[src/rtl/sdram_pkg.sv]
// -----------------------------------------------------------------------------
// sdram_pkg
// Shared SDRAM definitions for the read engine:
//   - 4-bit command encodings {cs_n, ras_n, cas_n, we_n}
//   - read-engine state enum
//   - pack_cmd(): packs {cmd, ba, addr} into a command word
// pack_cmd() returns a word sized for the widest supported bus (BA up to
// CMD_BA_MAX bits, address up to CMD_ADDR_MAX bits). The caller truncates it
// to its own 4+BA_W+ADDR_W width.
// -----------------------------------------------------------------------------
package sdram_pkg;

    localparam logic [3:0] CMD_NOP  = 4'b0111;
    localparam logic [3:0] CMD_ACT  = 4'b0011;
    localparam logic [3:0] CMD_RD   = 4'b0101;
    localparam logic [3:0] CMD_WR   = 4'b0100;
    localparam logic [3:0] CMD_PALL = 4'b0010;
    localparam logic [3:0] CMD_REF  = 4'b0001;

    localparam int CMD_BA_MAX   = 8;
    localparam int CMD_ADDR_MAX = 16;
    localparam int CMD_MAX_W    = 4 + CMD_BA_MAX + CMD_ADDR_MAX;

    typedef enum logic [2:0] {
        ST_IDLE,
        ST_REQ,
        ST_ACTIVE,
        ST_READ,
        ST_PRECHARGE
    } state_t;

    // The result sits in the low 4+ba_w+addr_w bits. ba and addr must
    // already be zero above their real widths.
    function automatic logic [CMD_MAX_W-1:0] pack_cmd(
        input logic [3:0]              cmd,
        input logic [CMD_BA_MAX-1:0]   ba,
        input logic [CMD_ADDR_MAX-1:0] addr,
        input int unsigned             ba_w,
        input int unsigned             addr_w
    );
        logic [CMD_MAX_W-1:0] v;
        v = CMD_MAX_W'(cmd);
        v = (v << ba_w) | CMD_MAX_W'(ba);
        v = (v << addr_w) | CMD_MAX_W'(addr);
        return v;
    endfunction

endpackage

[src/rtl/sdram_rd_valid_pipe.sv]
// -----------------------------------------------------------------------------
// sdram_rd_valid_pipe
// Delays the "engine is in READ" flag by DEPTH cycles. The delayed flag
// marks the cycle in which the matching SDRAM word is held in rd_data.
// Ports:
//   clk, rst   clock, synchronous active-high reset
//   i_in_read  1 while the engine is in READ
//   o_valid    i_in_read delayed by DEPTH cycles
// -----------------------------------------------------------------------------
module sdram_rd_valid_pipe #(
    parameter int DEPTH = 5
) (
    input  logic clk,
    input  logic rst,
    input  logic i_in_read,
    output logic o_valid
);

    logic [DEPTH-1:0] r_pipe;

    // NOTE: this is a small shift register, not a RAM. It is cleared on
    // reset so that reads in flight when reset hits never show up as valid.
    always_ff @(posedge clk) begin
        if (rst) begin
            r_pipe <= '0;
        end else begin
            r_pipe <= {r_pipe[DEPTH-2:0], i_in_read};
        end
    end

    assign o_valid = r_pipe[DEPTH-1];

endmodule

[src/rtl/sdram_rd_stream.sv]
// -----------------------------------------------------------------------------
// sdram_rd_stream
// SDRAM frame read engine. It reads ROWS x COLS words row by row from one
// bank using back-to-back bursts. It gives way to refresh between bursts and
// streams the read data out as valid/data.
// Ports:
//   clk, rst        clock, synchronous active-high reset
//   fill_req        downstream can take one full row
//   frame_bank      bank for the next frame (sampled at frame start)
//   r_req / r_en    arbiter request / grant
//   ref_req         refresh pending
//   r_cmd           registered {cs_n,ras_n,cas_n,we_n,ba,addr}
//   r_dq            SDRAM data pins
//   rd_valid        rd_data holds a read word
//   rd_data         read word
//   ref_break_end   last PRECHARGE cycle after a refresh break
//   row_end         last PRECHARGE cycle after a completed row
//   frame_end       row_end of the last row of the frame
//   cur_row         row being read, or the next row to read
// -----------------------------------------------------------------------------
module sdram_rd_stream
    import sdram_pkg::*;
#(
    parameter int DQ_W   = 16,
    parameter int ADDR_W = 12,
    parameter int BA_W   = 2,
    parameter int BL     = 4,
    parameter int COLS   = 512,
    parameter int ROWS   = 300,
    parameter int CL     = 3,
    parameter int T_RCD  = 4,
    parameter int T_PRE  = 9
) (
    input  logic                       clk,
    input  logic                       rst,
    input  logic                       fill_req,
    input  logic [BA_W-1:0]            frame_bank,
    output logic                       r_req,
    input  logic                       r_en,
    input  logic                       ref_req,
    output logic [4+BA_W+ADDR_W-1:0]   r_cmd,
    input  logic [DQ_W-1:0]            r_dq,
    output logic                       rd_valid,
    output logic [DQ_W-1:0]            rd_data,
    output logic                       ref_break_end,
    output logic                       row_end,
    output logic                       frame_end,
    output logic [ADDR_W-1:0]          cur_row
);

    localparam int N_BURSTS = COLS / BL;
    localparam int PH_MAX   = (T_PRE > T_RCD) ? T_PRE : T_RCD;
    localparam int PH_W     = $clog2(PH_MAX);
    localparam int BC_W     = (BL > 1) ? $clog2(BL) : 1;
    localparam int CI_W     = (N_BURSTS > 1) ? $clog2(N_BURSTS) : 1;
    localparam int CMD_W    = 4 + BA_W + ADDR_W;
    localparam logic [ADDR_W-1:0] ADDR_A10 = ADDR_W'(1) << 10;

    state_t            r_state;
    state_t            w_state_nxt;
    logic [PH_W-1:0]   r_phase;      // cycle index within ACTIVE / PRECHARGE
    logic [BC_W-1:0]   r_burst_cnt;
    logic [CI_W-1:0]   r_col_idx;    // next burst to read in the current row
    logic [ADDR_W-1:0] r_cur_row;
    logic [BA_W-1:0]   r_bank;
    logic              r_row_done;   // the last READ exit finished the row
    logic [DQ_W-1:0]   r_rd_data;

    logic              w_burst_last;
    logic              w_row_last_burst;
    logic              w_act_last;
    logic              w_pre_last;
    logic [3:0]        w_cmd_code;
    logic [BA_W-1:0]   w_cmd_ba;
    logic [ADDR_W-1:0] w_cmd_addr;

    assign w_burst_last     = (r_burst_cnt == BC_W'(BL - 1));
    assign w_row_last_burst = (r_col_idx == CI_W'(N_BURSTS - 1));
    assign w_act_last       = (r_phase == PH_W'(T_RCD - 1));
    assign w_pre_last       = (r_phase == PH_W'(T_PRE - 1));

    // ---------------- state register ----------------
    // NOTE: every clocked block uses non-blocking assignments, so all
    // registers update together from values sampled at the same edge.
    always_ff @(posedge clk) begin
        if (rst) begin
            r_state <= ST_IDLE;
        end else begin
            r_state <= w_state_nxt;
        end
    end

    // ---------------- next state and state-decoded outputs ----------------
    // NOTE: every output of this block gets a default first. Without that,
    // a path that leaves one unassigned would infer a latch.
    always_comb begin
        w_state_nxt   = r_state;
        r_req         = 1'b0;
        row_end       = 1'b0;
        frame_end     = 1'b0;
        ref_break_end = 1'b0;
        unique case (r_state)
            ST_IDLE: begin
                if (fill_req) w_state_nxt = ST_REQ;
            end
            ST_REQ: begin
                r_req = 1'b1;
                if (r_en) w_state_nxt = ST_ACTIVE;
            end
            ST_ACTIVE: begin
                if (w_act_last) w_state_nxt = ST_READ;
            end
            ST_READ: begin
                // A refresh only matters on the last cycle of a burst. On the
                // row's final burst it is ignored and the row completes.
                if (w_burst_last && (w_row_last_burst || ref_req))
                    w_state_nxt = ST_PRECHARGE;
            end
            ST_PRECHARGE: begin
                if (w_pre_last) begin
                    if (r_row_done) begin
                        w_state_nxt = ST_IDLE;
                        row_end     = 1'b1;
                        frame_end   = (r_cur_row == ADDR_W'(ROWS - 1));
                    end else begin
                        w_state_nxt   = ST_REQ;
                        ref_break_end = 1'b1;
                    end
                end
            end
            default: w_state_nxt = ST_IDLE;
        endcase
    end

    // ---------------- counters, bank, read data ----------------
    always_ff @(posedge clk) begin
        if (rst) begin
            r_phase     <= '0;
            r_burst_cnt <= '0;
            r_col_idx   <= '0;
            r_cur_row   <= '0;
            r_bank      <= '0;
            r_row_done  <= 1'b0;
            r_rd_data   <= '0;
        end else begin
            r_rd_data <= r_dq;

            if (w_state_nxt != r_state)
                r_phase <= '0;
            else if (r_state == ST_ACTIVE || r_state == ST_PRECHARGE)
                r_phase <= r_phase + PH_W'(1);

            if (r_state == ST_READ && !w_burst_last)
                r_burst_cnt <= r_burst_cnt + BC_W'(1);
            else
                r_burst_cnt <= '0;

            // col_idx is kept across a refresh break, so the row resumes at
            // the first burst that has not been read yet.
            if (r_state == ST_READ && w_burst_last) begin
                r_row_done <= w_row_last_burst;
                r_col_idx  <= w_row_last_burst ? '0 : r_col_idx + CI_W'(1);
            end

            if (r_state == ST_PRECHARGE && w_pre_last && r_row_done)
                r_cur_row <= (r_cur_row == ADDR_W'(ROWS - 1)) ? '0
                                                               : r_cur_row + ADDR_W'(1);

            // The bank is chosen only at frame start and holds for the frame.
            if (r_state == ST_IDLE && fill_req && r_cur_row == '0 && r_col_idx == '0)
                r_bank <= frame_bank;
        end
    end

    // ---------------- command register ----------------
    always_comb begin
        w_cmd_code = CMD_NOP;
        w_cmd_ba   = '0;
        w_cmd_addr = '0;
        if (r_state == ST_ACTIVE && r_phase == '0) begin
            w_cmd_code = CMD_ACT;
            w_cmd_ba   = r_bank;
            w_cmd_addr = r_cur_row;
        end else if (r_state == ST_READ && r_burst_cnt == '0) begin
            w_cmd_code = CMD_RD;
            w_cmd_ba   = r_bank;
            w_cmd_addr = ADDR_W'(r_col_idx) << $clog2(BL);
        end else if (r_state == ST_PRECHARGE && r_phase == '0) begin
            w_cmd_code = CMD_PALL;
            w_cmd_addr = ADDR_A10;
        end
    end

    always_ff @(posedge clk) begin
        if (rst) begin
            r_cmd <= CMD_W'(pack_cmd(CMD_NOP, '0, '0, BA_W, ADDR_W));
        end else begin
            r_cmd <= CMD_W'(pack_cmd(w_cmd_code, CMD_BA_MAX'(w_cmd_ba),
                                     CMD_ADDR_MAX'(w_cmd_addr), BA_W, ADDR_W));
        end
    end

    // ---------------- valid alignment ----------------
    // A READ cycle at t puts RD on r_cmd at t+1, data on r_dq at t+1+CL and
    // the word in rd_data at t+2+CL.
    sdram_rd_valid_pipe #(
        .DEPTH (CL + 2)
    ) u_valid_pipe (
        .clk       (clk),
        .rst       (rst),
        .i_in_read (r_state == ST_READ),
        .o_valid   (rd_valid)
    );

    assign rd_data = r_rd_data;
    assign cur_row = r_cur_row;

endmodule
[config.mk]
export PLATFORM = sky130hd
export DESIGN_NAME = sdram_rd_stream
export DESIGN_NICKNAME = d
export VERILOG_FILES = /design/src/rtl/sdram_pkg.sv /design/src/rtl/sdram_rd_valid_pipe.sv /design/src/rtl/sdram_rd_stream.sv
export SDC_FILE = /design/constraint.sdc
export NUM_CORES = 1
export LEC_CHECK = 0
export BUFFER_PORTS_ARGS = -buffer_cell sky130_fd_sc_hd__clkbuf_2
export CAP_MARGIN = 20
export CORE_ASPECT_RATIO = 1.25
export CORE_UTILIZATION = 45
export CTS_CLUSTER_DIAMETER = 100
export DETAILED_ROUTE_END_ITERATION = 16
export PLACE_DENSITY = 0.72
export SYNTH_ARGS = -nofsm -noshare
export SYNTH_HDL_FRONTEND = slang
export SYNTH_SLANG_ARGS = --single-unit
[constraint.sdc]
create_clock -name clk -period 2.3 [get_ports clk]
set_input_delay 0.345 -clock clk [delete_from_list [all_inputs] [get_ports clk]]
set_output_delay 0.345 -clock clk [all_outputs]
set_load 0.01 [all_outputs]
==> results of run 1 <==
-- cell usage in the layout (no fill, tap or decap), types with 2 or more instances in the layout --
master	netlist	final
dfxtp_1	69	69
xnor2_1	9	9
o21bai_1	2	2
or3_1	4	4
xor2_1	4	4
ha_1	8	8
clkinv_4	0	2
o21ai_0	5	5
nor3b_1	2	2
a21oi_1	11	11
nand4_1	7	7
nand3_1	8	8
nand2b_1	7	7
nor4b_1	5	5
and2_1	6	6
clkbuf_2	0	72
clkbuf_8	0	10
or2_2	2	2
bufinv_16	0	2
nor2_1	20	20
nor2b_1	21	21
buf_4	1	8
a41oi_1	2	2
nand2_1	14	14
a22o_1	7	7
nor4_1	8	8
mux2i_1	7	7
nand4b_1	3	3
and4b_1	2	2
nand3b_1	5	5
inv_1	14	14
nor3_1	5	5
and3_1	4	4
-- area by class of cell --
cell class	instances	area, µm²	share of cell area (%)
clock buffers	10	138	3.92
flip-flops and latches	69	1380	39.4
multi-input cells	194	1320	37.6
clock inverters	6	93.8	2.67
inverters	14	52.6	1.50
well taps	82	103	2.92
repair buffers	80	420	12.0
-- stage by stage --
stage	worst slack, ns	util [%]	hold slack [ns]	total power, mW	instance area (µm²)
5_1_grt	0.0453	59.1	0.192	2.63	3510
6_report	0.207	59.1	0.210	2.52	3510
3_5_place_dp	0.266	55.2	0.430	1.44	3280
4_1_cts	0.194	59.1	0.195	2.54	3510
2_1_floorplan	0.396	-	0.414	1.37	2820
3_3_place_gp	0.320	55.2	0.421	1.44	3280
-- state kept, by name (all words and copies together) (netlist names) --
| signal | flops |
|---|---|
| rd_data | 16 |
| r_col_idx | 7 |
| r_row_done | 1 |
| u_valid_pipe.r_pipe | 5 |
| r_burst_cnt | 2 |
| r_phase | 4 |
| r_cmd | 17 |
| r_bank | 2 |
| cur_row | 12 |
| r_state | 3 |
-- layer usage --
metal  part of all wire [%]  track usage [%]
met2                     49             29.7
met3                    3.7             5.58
met4                    3.0             10.3
met1                     45             24.1
met5                      0                0
-- cell families after synthesis --
family          count (synthesis)  synth area share [%]
simple gates                  130                  28.0
xor+xnor                       13                  4.04
other cells                     1                 0.133
mux                             7                  2.48
buf+inv                        31                  4.26
flops                          69                  49.0
fa+ha+maj                       8                  3.55
compound gates                 35                  8.56
-- where the power goes --
| part | switching, mW | leakage [nW] | internal, mW | total [mW] |
|---|---|---|---|---|
| registers | 0.0152 | 0.561 | 1.22 | 1.24 |
| clock network | 0.461 | 0.113 | 0.647 | 1.11 |
| logic | 0.0915 | 0.779 | 0.0810 | 0.173 |
| total | 0.568 | 1.45 | 1.95 | 2.52 |
-- worst max-delay path by stage --
stage | to | slack (ns) | start
after floorplan | cur_row[9] | 0.40 | r_phase[0]
after global placement | cur_row[9] | 0.32 | r_phase[0]
after detailed placement | cur_row[9] | 0.27 | r_phase[0]
after CTS | frame_end | 0.19 | cur_row[0]
after global routing | cur_row[9] | 0.05 | r_phase[0]
final | frame_end | 0.21 | r_state[1]
==> flow_summary.yaml, run 1 <==
routing:
  vias: 2332
  ant_nets: 0
  vias_per_cell: 5.13
  post-route-drc-count: 0
  dr.pass1.iters: 4
  drt-total-wl_mm: 5.91
  wl_per_cell_um: 13.0
  drtIter0Drc: 130
worst_setup_path:
  crit_path_top_delay_cell: "nor4bb_1"
  worstSetupStartpointType: "flop"
  r2r-start: "r_phase[0]"
  r2r-end: "cur_row[9]"
  cp_top_family: "simple AND/OR/NAND/NOR gates"
  worst-path-stages: 5
  crit_path_end_kind: "primary output"
  critPathMaxFanout: 13
  cp_data_required_time_ns: 1.96
  cp.arrival_ns: 1.75
  regToRegSetupSlack_ns: 0.22
  cpPeakStageDelay_ns: 0.40
  r2r_cells: 6
  critPathKind: "reg2out"
  cp.buffers_inverters: 2
  crit_chain: "buf_4, nor4bb_1, nand3_1, nor2_1, clkbuf_2"
sta:
  slew_violations: 0
  final-setup-viol-count: 0
  max_freq_mhz: 478
  max_slew_margin_pct: 54.6
  final-hold-violation-count: 0
  fin_crit_sh_pct: 91.0
  min_period_ns: 2.09
  tightest_slew_ns: 0.675
  rsz0062_at_grt: "no"
  setup_tns_ns: 0
  skew_ns: 0.00907
finish:
  nFillCells: 556
  syn2layout_area_growth_pct: 24.3
  antenna-diode-count: 0
  layout.cells.non_filler: 455
  layout.nets: 399
  layout-drive-gt1-share_pct: 27.3
floorplan:
  die_w_um: 72.8
  fp.dieH_um: 90.5
  rows: 31
  ios: 74
  start_util_pct: 47.5
  dieArea_mm2: 0.00659
  core_mm2: 0.00593
worst_hold_path:
  holdPathEnd: "rd_data[5]"
  hp-class: "in2reg"
  hp-start: "r_dq[5]"
  holdPathStages: 2
global_routing:
  grt.overflow.total: 0
  grt_pass1_wl_mm: 9.74
  grt_antenna_before_repair: 0
  grt_max_degree: 23
  grt.total_usage_pct: 19.3
  grt_pass1_vias: 2045
clocking:
  cts_buffers: 9
  cts_resized: 0
  cts_hold_buf: 0
  clk_latency_ns: 0.34
  clkSlewWorstSetupHoldPaths_ns: 0.08
  cts_setup_buffers: 0
  h-tree-depth: 3
  cts_tree: "yes"
  clk_path_buf_depth: 2
  clock-root-buffer: "clkbuf_8"
  cts_sinks: 69
logic_synthesis:
  ys_types: 47
  synth_top_cell_by_area: "dfxtp_1"
  synth_nets: 325
  postSynthAreaPerCell_um2: 9.60
  synth_area_mm2: 0.00282
  ys_async_sr_fraction_pct: 0
  synth_edf_count: 0
  syn_inst: 294
  synth_top_flop_cell: "dfxtp_1"
  synth.most_common_cell: "dfxtp_1"
  synth.area.top_cells: "dfxtp_1 (49%), nor2b_1 (4.7%), ha_1 (3.5%), xnor2_1 (2.8%), nor2_1 (2.7%)"
  yosys_warnings: 0
  ys_seq_area_share_pct: 49.0
  synth_seq_cells: 69
  yosys-top-cells-count: "dfxtp_1 (69), nor2b_1 (21), nor2_1 (20)"
  synth_top_area_share_pct: 49.0
outcome:
  status: "finished clean"
place:
  place.gp.congestion: 0.828
  post-place-cells: 439
  portBuffers: 72
  dp_hpwl_mm: 4.31
job:
  drv_cap: 0
pwr:
  power_per_cell_area_mw_per_mm2: 718
  ir_worst_vdd_uv: 447
  leakage_nw: 1.45
No activity file was read; power rests on OpenSTA's default activity.
==> run 2: changes to the inputs <==
- ABC_AREA: not set -> 1
==> run 2 against run 1 <==
  * Final cell count grew 19%
  * Non-clock buffer count down 7
  * Die area rose by 1.6%
  * First-iteration DRC count grew 21%
  * Final area decreased by 0.14%
  * Synthesized cell count increased by 27%
  * Via count rose by 13%
  * Clock-buffer cell count grew 1
  * Sequential share of layout area grew 0.056 points
  * Total power fell by 7.0%
  * Critical endpoint is now row_end
  * Highest routed layer unchanged
==> flow_summary.yaml, run 2 <==
worst_setup_path:
  cp.buffers_inverters: 4
  cp_common_cell: "inv_1"
  critPathKind: "reg2out"
  crit_path_top_delay_cell: "dfxtp_1"
  crit_path_end_kind: "primary output"
  cpPeakStageDelay_ns: 0.35
  cp.arrival_ns: 1.82
  critPathMaxFanout: 15
  crit_chain: "inv_1, ha_1, nand3_1, inv_1, nand3_4, clkinvlp_4, clkbuf_2"
  cp_top_family: "buffers and inverters"
  cp_data_required_time_ns: 1.96
  worstSetupStartpointType: "flop"
sta:
  setup_tns_ns: 0
  max_freq_mhz: 462
  skew_ns: 0.00713
  fin_crit_sh_pct: 94.1
  min_period_ns: 2.16
  slew_violations: 0
  hold_ws_ns: 0.179
  rsz0062_at_grt: "no"
  final-setup-viol-count: 0
  layout_setup_ws_ns: 0.135
  final-hold-violation-count: 0
logic_synthesis:
  synth.area.top_cells: "dfxtp_1 (48%), nor2_1 (8.5%), inv_1 (8.2%), nand2_1 (6.4%), ha_1 (3.5%)"
  yosys-top-cells-count: "dfxtp_1 (69), nor2_1 (65), inv_1 (63)"
  synth_edf_count: 0
  synth_seq_cells: 69
  ys_types: 37
  synth.most_common_cell: "dfxtp_1"
  postSynthAreaPerCell_um2: 7.67
  synth_top_cell_by_area: "dfxtp_1"
  synth_nets: 405
  ys_async_sr_fraction_pct: 0
  syn_inst: 374
  synth_top_flop_cell: "dfxtp_1"
  synth_top_area_share_pct: 48.2
  synth_area_mm2: 0.00287
  ys_seq_area_share_pct: 48.2
  yosys_warnings: 0
outcome:
  status: "finished clean"
global_routing:
  grt_max_degree: 22
  grt.overflow.total: 0
  grt.total_usage_pct: 20.7
  grt_antenna_before_repair: 0
  grt_pass1_vias: 2370
  grt_pass1_wl_mm: 10.5
clocking:
  cts_hold_buf: 0
  clk_latency_ns: 0.35
  cts_buffers: 9
  clkSlewWorstSetupHoldPaths_ns: 0.08
  cts_tree: "yes"
  clock-root-buffer: "clkbuf_8"
  clk_path_buf_depth: 2
  h-tree-depth: 3
  cts_sinks: 69
finish:
  largest_register: "r_cmd"
  layout_commonest_cell: "clkbuf_2"
  layout_common_cells: "clkbuf_2 (72), dfxtp_1 (69), nor2_1 (65)"
  antenna-diode-count: 0
  largest_reg_flops: 17
  syn2layout_area_growth_pct: 22.2
  layout-drive-gt1-share_pct: 23.7
  layout.nets: 482
  final_util_pct: 56.8
routing:
  dr.pass1.iters: 6
  met2WireLength_mm: 3.33
  vias: 2638
  post-route-drc-count: 0
  vias_per_cell: 4.88
  drt-total-wl_mm: 6.54
  top_layer_used: "met4"
  wl_per_cell_um: 12.1
  wl_met1_mm: 2.71
  wl_met3_um: 355
  drtIter0Drc: 157
  ant_nets: 0
worst_hold_path:
  hp-class: "in2reg"
place:
  pre_cts_ws_ns: 0.497
  portBuffers: 72
  place.gp.congestion: 0.954
  dp_hpwl_mm: 4.95
pwr:
  power_per_cell_area_mw_per_mm2: 669
  ir_worst_vdd_uv: 374
  leakage_nw: 1.61
floorplan:
  dieArea_mm2: 0.00670
  core_mm2: 0.00617
  fp.dieH_um: 91.3
  die_w_um: 73.4
  start_util_pct: 46.5
  ios: 74
  rows: 32
job:
  drv_cap: 0
## run 2: layout make-up
class | count | area, µm²
clock buffers | 11 | 131
clock inverters | 5 | 60.1
fillers | 644 | 2660
inverters | 68 | 262
multi-input cells | 230 | 1190
flip-flops and latches | 69 | 1380
well taps | 85 | 106
repair buffers | 73 | 368
## run 2: final timing paths
path	start	endpoint	slack, ns	cells after the start
setup reg to reg	r_phase[0]	cur_row[2]	0.58	9
hold / removal	r_dq[6]	rd_data[6]	0.18	3
hold reg to reg	u_valid_pipe.r_pipe[3]	u_valid_pipe.r_pipe[4]	0.41	2
setup / recovery	r_phase[0]	row_end	0.14	7
## run 2: routing by layer
metal / up-vias / track usage, %
li1: 1334 / -
met1: 1206 / 23.9
met2: 84 / 34.5
met3: 14 / 6.10
met4: 0 / 9.94
met5: - / 0
## run 2: cell families (layout without fill, tap and decap cells)
| logic type | after synthesis | count (layout) | synth area share (%) |
|---|---|---|---|
| DFF | 69 | 69 | 48.2 |
| and+or+nand+nor | 177 | 177 | 28.8 |
| buffers and inverters | 75 | 157 | 10.4 |
| adders and majority gates | 8 | 8 | 3.49 |
| xor gates and xnor gates | 4 | 4 | 1.22 |
| AOI/OAI and AO/OA | 40 | 40 | 7.85 |
| other | 1 | 1 | 0.131 |
## run 2: repair_timing
action	in CTS	in global routing
setup buffers	0	0
setup endpoints to repair	0	2
resized for setup	0	2
## run 2: power breakdown
part / switching, mW / leakage [nW] / internal (mW) / total, mW
clock network: 0.462 / 0.0939 / 0.505 / 0.967
logic: 0.0879 / 0.954 / 0.0563 / 0.144
registers: 0.0121 / 0.561 / 1.22 / 1.23
total: 0.562 / 1.61 / 1.78 / 2.34
## run 2: tightest hold or removal path, delay by kind of cell
family | cells | cell delay, ns
buffers and inverters | 2 | 0.12
AND/OR/NAND/NOR | 1 | 0.03
## run 2: per-stage QoR
stage | total power, mW | instance area (µm²) | std cells
2_1_floorplan | 1.35 | 2870 | 374
3_3_place_gp | 1.40 | 3300 | 525
3_5_place_dp | 1.41 | 3300 | 525
4_1_cts | 2.37 | 3490 | 541
5_1_grt | 2.46 | 3500 | 541
6_report | 2.34 | 3500 | 541
